File: src/rtl/cache_page_lookup.sv
// cache_page_lookup
//   Fully associative page-tag lookup stage behind the phi2 sequencer. Each
//   qualified phi2 rising edge captures the CPU address, compares its page tag
//   against every cached page and returns the cache SRAM address
//   {slot, offset}. On a miss the CPU is stalled while the copy engine fills
//   the round-robin victim slot; the access then completes as a hit.
//
// Ports
//   fpgaClk      system clock (rising edge)
//   fpgaReset_n  asynchronous active-low reset
//   phi2         CPU phase; the rising edge starts a lookup when addrValid
//   addrValid    address on a is valid for this bus cycle
//   a            extended CPU address {tag, offset}
//   flush        level; invalidates every page (deferred if busy)
//   extAddr      cache SRAM address {slot, offset}, holds between accesses
//   hit          one-cycle pulse, extAddr valid for the current bus cycle
//   stall        CPU hold while a miss is outstanding
//   fillReq      page fill request to the copy engine
//   fillTag      tag of the page to fetch
//   fillSlot     slot being overwritten
//   fillAck      copy engine finished the page
module cache_page_lookup #(
  parameter int NUM_SLOTS = 64,
  parameter int SLOT_W    = 6,
  parameter int TAG_W     = 14,
  parameter int OFS_W     = 10
) (
  input  logic                     fpgaClk,
  input  logic                     fpgaReset_n,
  input  logic                     phi2,
  input  logic                     addrValid,
  input  logic [TAG_W+OFS_W-1:0]   a,
  input  logic                     flush,
  output logic [SLOT_W+OFS_W-1:0]  extAddr,
  output logic                     hit,
  output logic                     stall,
  output logic                     fillReq,
  output logic [TAG_W-1:0]         fillTag,
  output logic [SLOT_W-1:0]        fillSlot,
  input  logic                     fillAck
);

  typedef enum logic [1:0] {
    IDLE,
    LOOKUP,
    RESOLVE,
    MISS
  } state_t;

  state_t state_reg, state_next;

  logic                     phi2_prev_reg;
  logic [TAG_W+OFS_W-1:0]   a_reg;
  logic [NUM_SLOTS-1:0]     valid_reg;
  logic [NUM_SLOTS-1:0]     hv_reg;
  logic [SLOT_W-1:0]        repl_ptr_reg;
  logic                     flush_pend_reg;
  logic [TAG_W-1:0]         tag_mem [NUM_SLOTS];

  logic [NUM_SLOTS-1:0]     match;
  logic [SLOT_W-1:0]        hit_slot;
  logic                     start;
  logic                     flush_now;
  logic                     install;
  logic [TAG_W-1:0]         a_tag;
  logic [OFS_W-1:0]         a_ofs;

  assign a_tag     = a_reg[TAG_W+OFS_W-1:OFS_W];
  assign a_ofs     = a_reg[OFS_W-1:0];
  assign start     = phi2 & ~phi2_prev_reg & addrValid;
  assign flush_now = flush | flush_pend_reg;
  assign install   = (state_reg == MISS) & fillAck;

  // Parallel tag compare against every slot.
  generate
    for (genvar gi = 0; gi < NUM_SLOTS; gi++) begin : g_cmp
      assign match[gi] = valid_reg[gi] & (tag_mem[gi] == a_tag);
    end
  endgenerate

  // Only one bit can be set in practice; lowest index wins regardless.
  always_comb begin
    hit_slot = '0;
    for (int i = NUM_SLOTS - 1; i >= 0; i--) begin
      if (hv_reg[i]) hit_slot = SLOT_W'(i);
    end
  end

  always_comb begin
    state_next = state_reg;
    case (state_reg)
      IDLE:    if (!flush_now && start) state_next = LOOKUP;
      LOOKUP:  state_next = RESOLVE;
      RESOLVE: state_next = (|hv_reg) ? IDLE : MISS;
      MISS:    if (fillAck) state_next = IDLE;
      default: state_next = IDLE;
    endcase
  end

  // Tag storage has no reset: entries are only meaningful behind valid_reg.
  always_ff @(posedge fpgaClk) begin
    if (install) tag_mem[repl_ptr_reg] <= fillTag;
  end

  always_ff @(posedge fpgaClk or negedge fpgaReset_n) begin
    if (!fpgaReset_n) begin
      state_reg      <= IDLE;
      phi2_prev_reg  <= 1'b0;
      a_reg          <= '0;
      valid_reg      <= '0;
      hv_reg         <= '0;
      repl_ptr_reg   <= '0;
      flush_pend_reg <= 1'b0;
      extAddr        <= '0;
      hit            <= 1'b0;
      stall          <= 1'b0;
      fillReq        <= 1'b0;
      fillTag        <= '0;
      fillSlot       <= '0;
    end else begin
      state_reg     <= state_next;
      phi2_prev_reg <= phi2;
      hit           <= 1'b0;

      // A flush seen while busy is remembered and applied once back in IDLE.
      if (state_reg != IDLE && flush) flush_pend_reg <= 1'b1;

      case (state_reg)
        IDLE: begin
          if (flush_now) begin
            valid_reg      <= '0;
            repl_ptr_reg   <= '0;
            flush_pend_reg <= 1'b0;
          end else if (start) begin
            a_reg <= a;
          end
        end
        LOOKUP: hv_reg <= match;
        RESOLVE: begin
          if (|hv_reg) begin
            extAddr <= {hit_slot, a_ofs};
            hit     <= 1'b1;
          end else begin
            stall    <= 1'b1;
            fillReq  <= 1'b1;
            fillTag  <= a_tag;
            fillSlot <= repl_ptr_reg;
          end
        end
        MISS: begin
          if (fillAck) begin
            valid_reg[repl_ptr_reg] <= 1'b1;
            extAddr                 <= {repl_ptr_reg, a_ofs};
            hit                     <= 1'b1;
            fillReq                 <= 1'b0;
            stall                   <= 1'b0;
            repl_ptr_reg            <= repl_ptr_reg + 1'b1;
          end
        end
        default: ;
      endcase
    end
  end

endmodule
File: config.mk
export PLATFORM = sky130hd
export DESIGN_NAME = cache_page_lookup
export DESIGN_NICKNAME = d
export VERILOG_FILES = /design/src/rtl/cache_page_lookup.sv
export SDC_FILE = /design/constraint.sdc
export NUM_CORES = 1
export LEC_CHECK = 0
export ABC_AREA = 1
export BUFFER_PORTS_ARGS = -buffer_cell sky130_fd_sc_hd__buf_4
export CORE_UTILIZATION = 35
export CTS_CLUSTER_DIAMETER = 40
export CTS_CLUSTER_SIZE = 20
export DETAILED_ROUTE_END_ITERATION = 12
export GPL_TIMING_DRIVEN = 0
export PLACE_DENSITY = 0.52
export SLEW_MARGIN = 20
export SYNTH_ARGS = -nofsm -noshare
export SYNTH_HDL_FRONTEND = slang
export SYNTH_SLANG_ARGS = --single-unit
export TNS_END_PERCENT = 10
File: constraint.sdc
create_clock -name fpgaClk -period 4.2 [get_ports fpgaClk]
set_input_delay 0.84 -clock fpgaClk [delete_from_list [all_inputs] [get_ports fpgaClk]]
set_output_delay 0.84 -clock fpgaClk [all_outputs]
set_load 0.02 [all_outputs]
Word level (Yosys, flattened, before mapping)
Memories as Yosys holds them, arrays and structs flattened.
Index checks and enable logic that the tools add are counted.
{"block": "totals", "regBits": 200, "latchBits": 0, "ramBits": 896, "romBits": 0, "input_bits": 30, "output_inout_bits": 39, "memories": 1}
{"block": "classes", "add_sub_neg": 1, "multipliers": 0, "div_mod_pow": 0, "n_lt_le_gt_ge": 2, "n_eq_ne": 72, "shift": 0, "muxes": 90, "bitwise_logic": 72, "reduce_logical": 15}
{"name": "tag_mem", "words": 64, "width": 14, "rd": 64, "rd_clocked_by_memory_dff": 0, "wr": 1, "line": "58", "source": "logic [TAG_W-1:0] tag_mem [NUM_SLOTS];"}
{"operator": "14-bit == test", "count": 64}
{"operator": "6-bit 2-to-1 mux", "count": 66}
{"operator": "64-bit 2-to-1 mux", "count": 2}
{"operator": "64-bit one-hot mux with 2 select lines", "count": 1}
{"operator": "1-bit bitwise AND", "count": 67}
{"operator": "64-bit OR", "count": 1}
{"operator": "64-bit OR reduction", "count": 1}
{"operator": "16-bit 2-to-1 mux", "count": 2}
{"operator": "16-bit one-hot mux with 2 select lines", "count": 1}
{"operator": "6-bit one-hot mux with 2 select lines", "count": 1}
{"operator": "3-bit AND reduction", "count": 4}
{"operator": "1-bit 2-to-1 mux", "count": 10}
{"operator": "2-bit != test (second input constant)", "count": 5}
{"operator": "2-bit one-hot mux with 4 select lines", "count": 1}
{"operator": "6-bit by 7-bit < comparator with 1-bit output (second input constant)", "count": 1}
{"operator": "6-bit by 1-bit adder with 6-bit output (second input constant)", "count": 1}
{"operator": "1-bit demux with 6-bit select", "count": 1}
{"operator": "6-bit by 1-bit >= comparator with 1-bit output (second input constant)", "count": 1}
{"operator": "2-bit 2-to-1 mux", "count": 3}
{"operator": "2-bit nonzero test", "count": 3}
{"operator": "2-bit == test (second input constant)", "count": 2}
{"operator": "1-bit one-hot mux with 2 select lines", "count": 2}
{"operator": "2-bit AND reduction", "count": 2}
{"operator": "1-bit logical AND", "count": 3}
{"operator": "5 further kinds", "count": 7}

Logic depth before layout (Yosys ltp)
{"block": "depth", "depth_word": 66, "ltp_mapped": 67, "depth_no_buf": 67}

Worst setup path before layout
OpenSTA, ideal clock, no wires.
{"block": "synth_path", "path_type": "register to register", "start": "register hv_reg[63]", "end": "register extAddr[10]", "setup_ps": 117, "arrival_time_ps": 3130, "path_slack_ps": 953, "stages_incl_launch_ff": 67, "n_path_buf": 0, "synth_period_minus_slack_ps": 3247, "cell_sequence": "dfrtp_1 nand2_1 nand2_1 nand2_1 nand2_1 nand2_1 nand2_1 nand2_1 nand2_1 nand2_1 nand2_1 nand2_1 nand2_1 nand2_1 nand2_1 nand2_1 nand2_1 nand2_1 [31 not listed] nand2_1 nand2_1 nand2_1 nand2_1 nand2_1 nand2_1 nand2_1 nand2_1 nand2_1 nand2_1 nand2_1 nand2_1 nand2_1 nand2_1 nand2_1 nand2_1 nand2_1 nand2_1"}
{"block": "synth_between", "elab_chain_len": 66}
{"element": "start, declared", "line": "55", "source": "logic [NUM_SLOTS-1:0] hv_reg;"}
{"element": "start signal, assigned", "line": "138", "source": "LOOKUP: hv_reg <= match;"}
{"element": "6-bit 2-to-1 mux (64 in series)", "line": "85", "source": "if (hv_reg[i]) hit_slot = SLOT_W'(i);"}
{"element": "16-bit 2-to-1 mux", "line": "140", "source": "if (|hv_reg) begin"}
{"element": "16-bit one-hot mux with 2 select lines", "line": "128", "source": "case (state_reg)"}
{"element": "end signal, assigned", "line": "141", "source": "extAddr <= {hit_slot, a_ofs};"}
{"element": "end signal, assigned", "line": "153", "source": "extAddr <= {repl_ptr_reg, a_ofs};"}
{"element": "end, declared", "line": "34", "source": "output logic [SLOT_W+OFS_W-1:0] extAddr,"}
Parallel ways exist; a longest one is shown, timed or not. The select of a mux whose other input is x is not followed.
A chain may end at the register's enable or synchronous reset.

Worst setup path after layout
Same ends and word-level chain as after synthesis.

==> run metrics <==
minimum clock period 4660 ps; pwr dens 706 mW/mm^2; Final setup viols 1; Final Util 42.6%; fillcell total 11900; post-route ant nets 0; Crit Path Max Fanout 2; clk_lat worst skew 770 ps; CTS Buffer Depth 3; Final Hold Slack 57.1 ps; drt drc 0; Core Region 0.130 mm^2; maximum VDD drop 0.440 mV; crit end category flip-flop; Die H 365 um; yosys warns 0; RSZ-0062 raised after global routing yes; NumNets Final 3666; Layout area overhead 20.3%; DP HPWL 103000 um; Reg clk slew, reported paths 60 ps; Synth Register Bits 1096; gate count of the mapped netlist 3376; hold buffers post-CTS 0; worst r2r path cells 66; DR WL/cell 29.5 um; final worst setup slack -459 ps; syn nets 3407; crit path launch type flip-flop; port buffer count 68; setup_tns -459 ps; Pre-antenna DRT Iters 8; ratio of cells with drive above 1 in the final layout 16.4%; status finished, violations left; Placed Cells 5221; crit path DAT 5320 ps; sequential cell area fraction in the yosys report 69.3%; Final Max Tran Viols 0; hold crit path type primary input to asynchronous set/reset pin; Syn Std Cell Area 0.0461 mm^2; Tot GR Track Use 24.6%; drt initial violations 3325; XOR/XNOR Fraction of Synth Area 14.9%; Setup Slack @ Placement -781 ps; max reg flops 896; most used cell, CP nand2_1; TritonCTS Buffers 151; Worst Skew 36.7 ps; syn_area_per_cell 13.6 um^2; Via density 5.26; Global Route met1 Usage 33.9%; Synth cell types 42; global-route wire length before repair 223000 um; largest family of logic cells by synthesized area XOR/XNOR gates; Static Leak 19.0 nW; Final GP Congestion 0.932; R2R Setup Slk -460 ps; adder-cell share of the synthesized area 0.0272%; IO Pins 69; relative slew slack 20.6%; DR vias 29000; initial core utilization 35.4%; crit path launch hv_reg[63]$_DFFE_PN0N_; Final period util 111%; worst-margin pin slew 1190 ps; reg2reg end extAddr[10]$_DFFE_PN0P_; Maximum Capacitance Violations 0; Total Wirelength 163000 um; Power, Total 39.1 mW; H-tree depth 4; initial antenna violation count 8; Crit-path slowest cell dfrtp_2; Root Driver clkbuf_16; r2r startpoint hv_reg[63]$_DFFE_PN0N_; vias in the first global route 27500; mux contribution to synthesized area 0.244%; fraction of the mapped netlist area in simple logic gates 9.88%; post-route insts no fill 5506; CP peak stage delay 460 ps; CP Class flip-flop to flip-flop; Cell Area, Placed 0.0499 mm^2; CTS tree yes; failing checks negative setup slack; Design Area, Final 0.0554 mm^2; Sink Count 1096; Global Route met3 Usage 4.48%; Site Rows 132; fmax 0.215 GHz; worst path required time 4860 ps; die area 0.133 mm^2; Top Usage Layer GRT met2; final hold violation count 0; met2 Usage GRT 37.7%; grt ovf 0; DIE WIDTH 365 um; pin count of the biggest net entering global routing 81; Synth Area in Compound Gates 2.92%
## report_power, final
group	total, mW	internal (mW)	leakage [nW]	switching, mW
logic	10.7	3.00	5.69	7.68
registers	14.7	13.5	10.7	1.23
clock network	13.8	8.55	2.61	5.21
total	39.1	25.0	19.0	14.1
## final cells by class
type | count | area (um^2) | area share (%)
inverter | 132 | 718 | 1.30
clock buffer | 181 | 4010 | 7.24
tap | 1742 | 2180 | 3.93
sequential | 1096 | 32000 | 57.7
timing repair buffer | 106 | 1360 | 2.46
multi-input combinational | 2006 | 13100 | 23.6
clock inverter | 100 | 1430 | 2.57
antenna | 1 | 2.50 | 0.00452
buffer | 142 | 648 | 1.17
## worst max-delay path by stage
stage / endpoint / slack [ps] / cells past startpoint
after floorplan: extAddr[10]$_DFFE_PN0P_ / 950 / 66
after global placement: extAddr[10]$_DFFE_PN0P_ / -840 / 66
after detailed placement: extAddr[10]$_DFFE_PN0P_ / -780 / 66
after CTS: extAddr[10]$_DFFE_PN0P_ / -360 / 66
after global routing: extAddr[10]$_DFFE_PN0P_ / -830 / 66
final: extAddr[10]$_DFFE_PN0P_ / -460 / 66
## kinds of logic after synthesis
group | Yosys count
xor+xnor | 784
mux | 10
buf+inv | 274
compound gates | 199
simple gates | 1012
flops | 1096
fa+ha+maj | 1
## cells in the final DEF (no fill, tap or decap), types with 71 or more instances in the layout
cell and n:
nor2_1 248, clkbuf_1 72, buf_4 71, nand3_1 84
inv_1 108, nand2_1 327, xor2_1 408, edfxtp_1 896
clkbuf_16 153, nor4_1 82, dfrtp_1 184, xnor2_1 376
nand4_1 99
## routing by layer
metal	share of wire [%]	up-vias
li1	-	12400
met1	42	14900
met2	45	1440
met3	8.4	331
met4	4.7	4
met5	0.015	-
## synthesized netlist by cell type
cell type	count	area share (%)
edfxtp_1	896	58
xor2_1	408	7.8
xnor2_1	376	7.1
nand2_1	343	2.8
nor2_1	312	2.5
dfrtp_1	200	11
inv_1	108	0.88
clkbuf_1	104	0.85
nand4_1	99	1.3
nand3_1	84	0.91
nor4_1	82	1.1
o21ai_0	65	0.71
or2_2	43	0.58
nor3_1	39	0.42
buf_1	36	0.29
o41ai_1	23	0.44
a21oi_1	22	0.24
o21a_1	17	0.28
o32ai_1	17	0.32
bufinv_8	16	0.61
o22ai_1	16	0.22
o2111ai_1	13	0.25
mux2_2	10	0.24
a22o_1	7	0.13
a32o_1	4	0.087
clkinv_1	4	0.033
inv_2	4	0.033
nor3b_1	4	0.065
a211oi_1	3	0.049
a221oi_1	3	0.057
or4_1	3	0.049
a31oi_1	2	0.027
nor4b_1	2	0.038
o211ai_1	2	0.033
o31ai_1	2	0.033
a311oi_1	1	0.019
buf_4	1	0.016
clkbuf_8	1	0.030
ha_1	1	0.027
nand3b_1	1	0.016
o21bai_1	1	0.016
o311ai_0	1	0.019
## worst max-delay path, delay by kind of cell (launching register included)
family	cells	cell delay (ps)
flip-flops	1	460
AND/OR/NAND/NOR	66	4110
## repair_timing
item,4_1_cts,5_1_grt
setup buffers,3,0
pin swaps,4,2
endpoints found under the setup margin,1,1
gates resized for setup,17,3
No activity file was read; power rests on OpenSTA's default activity.
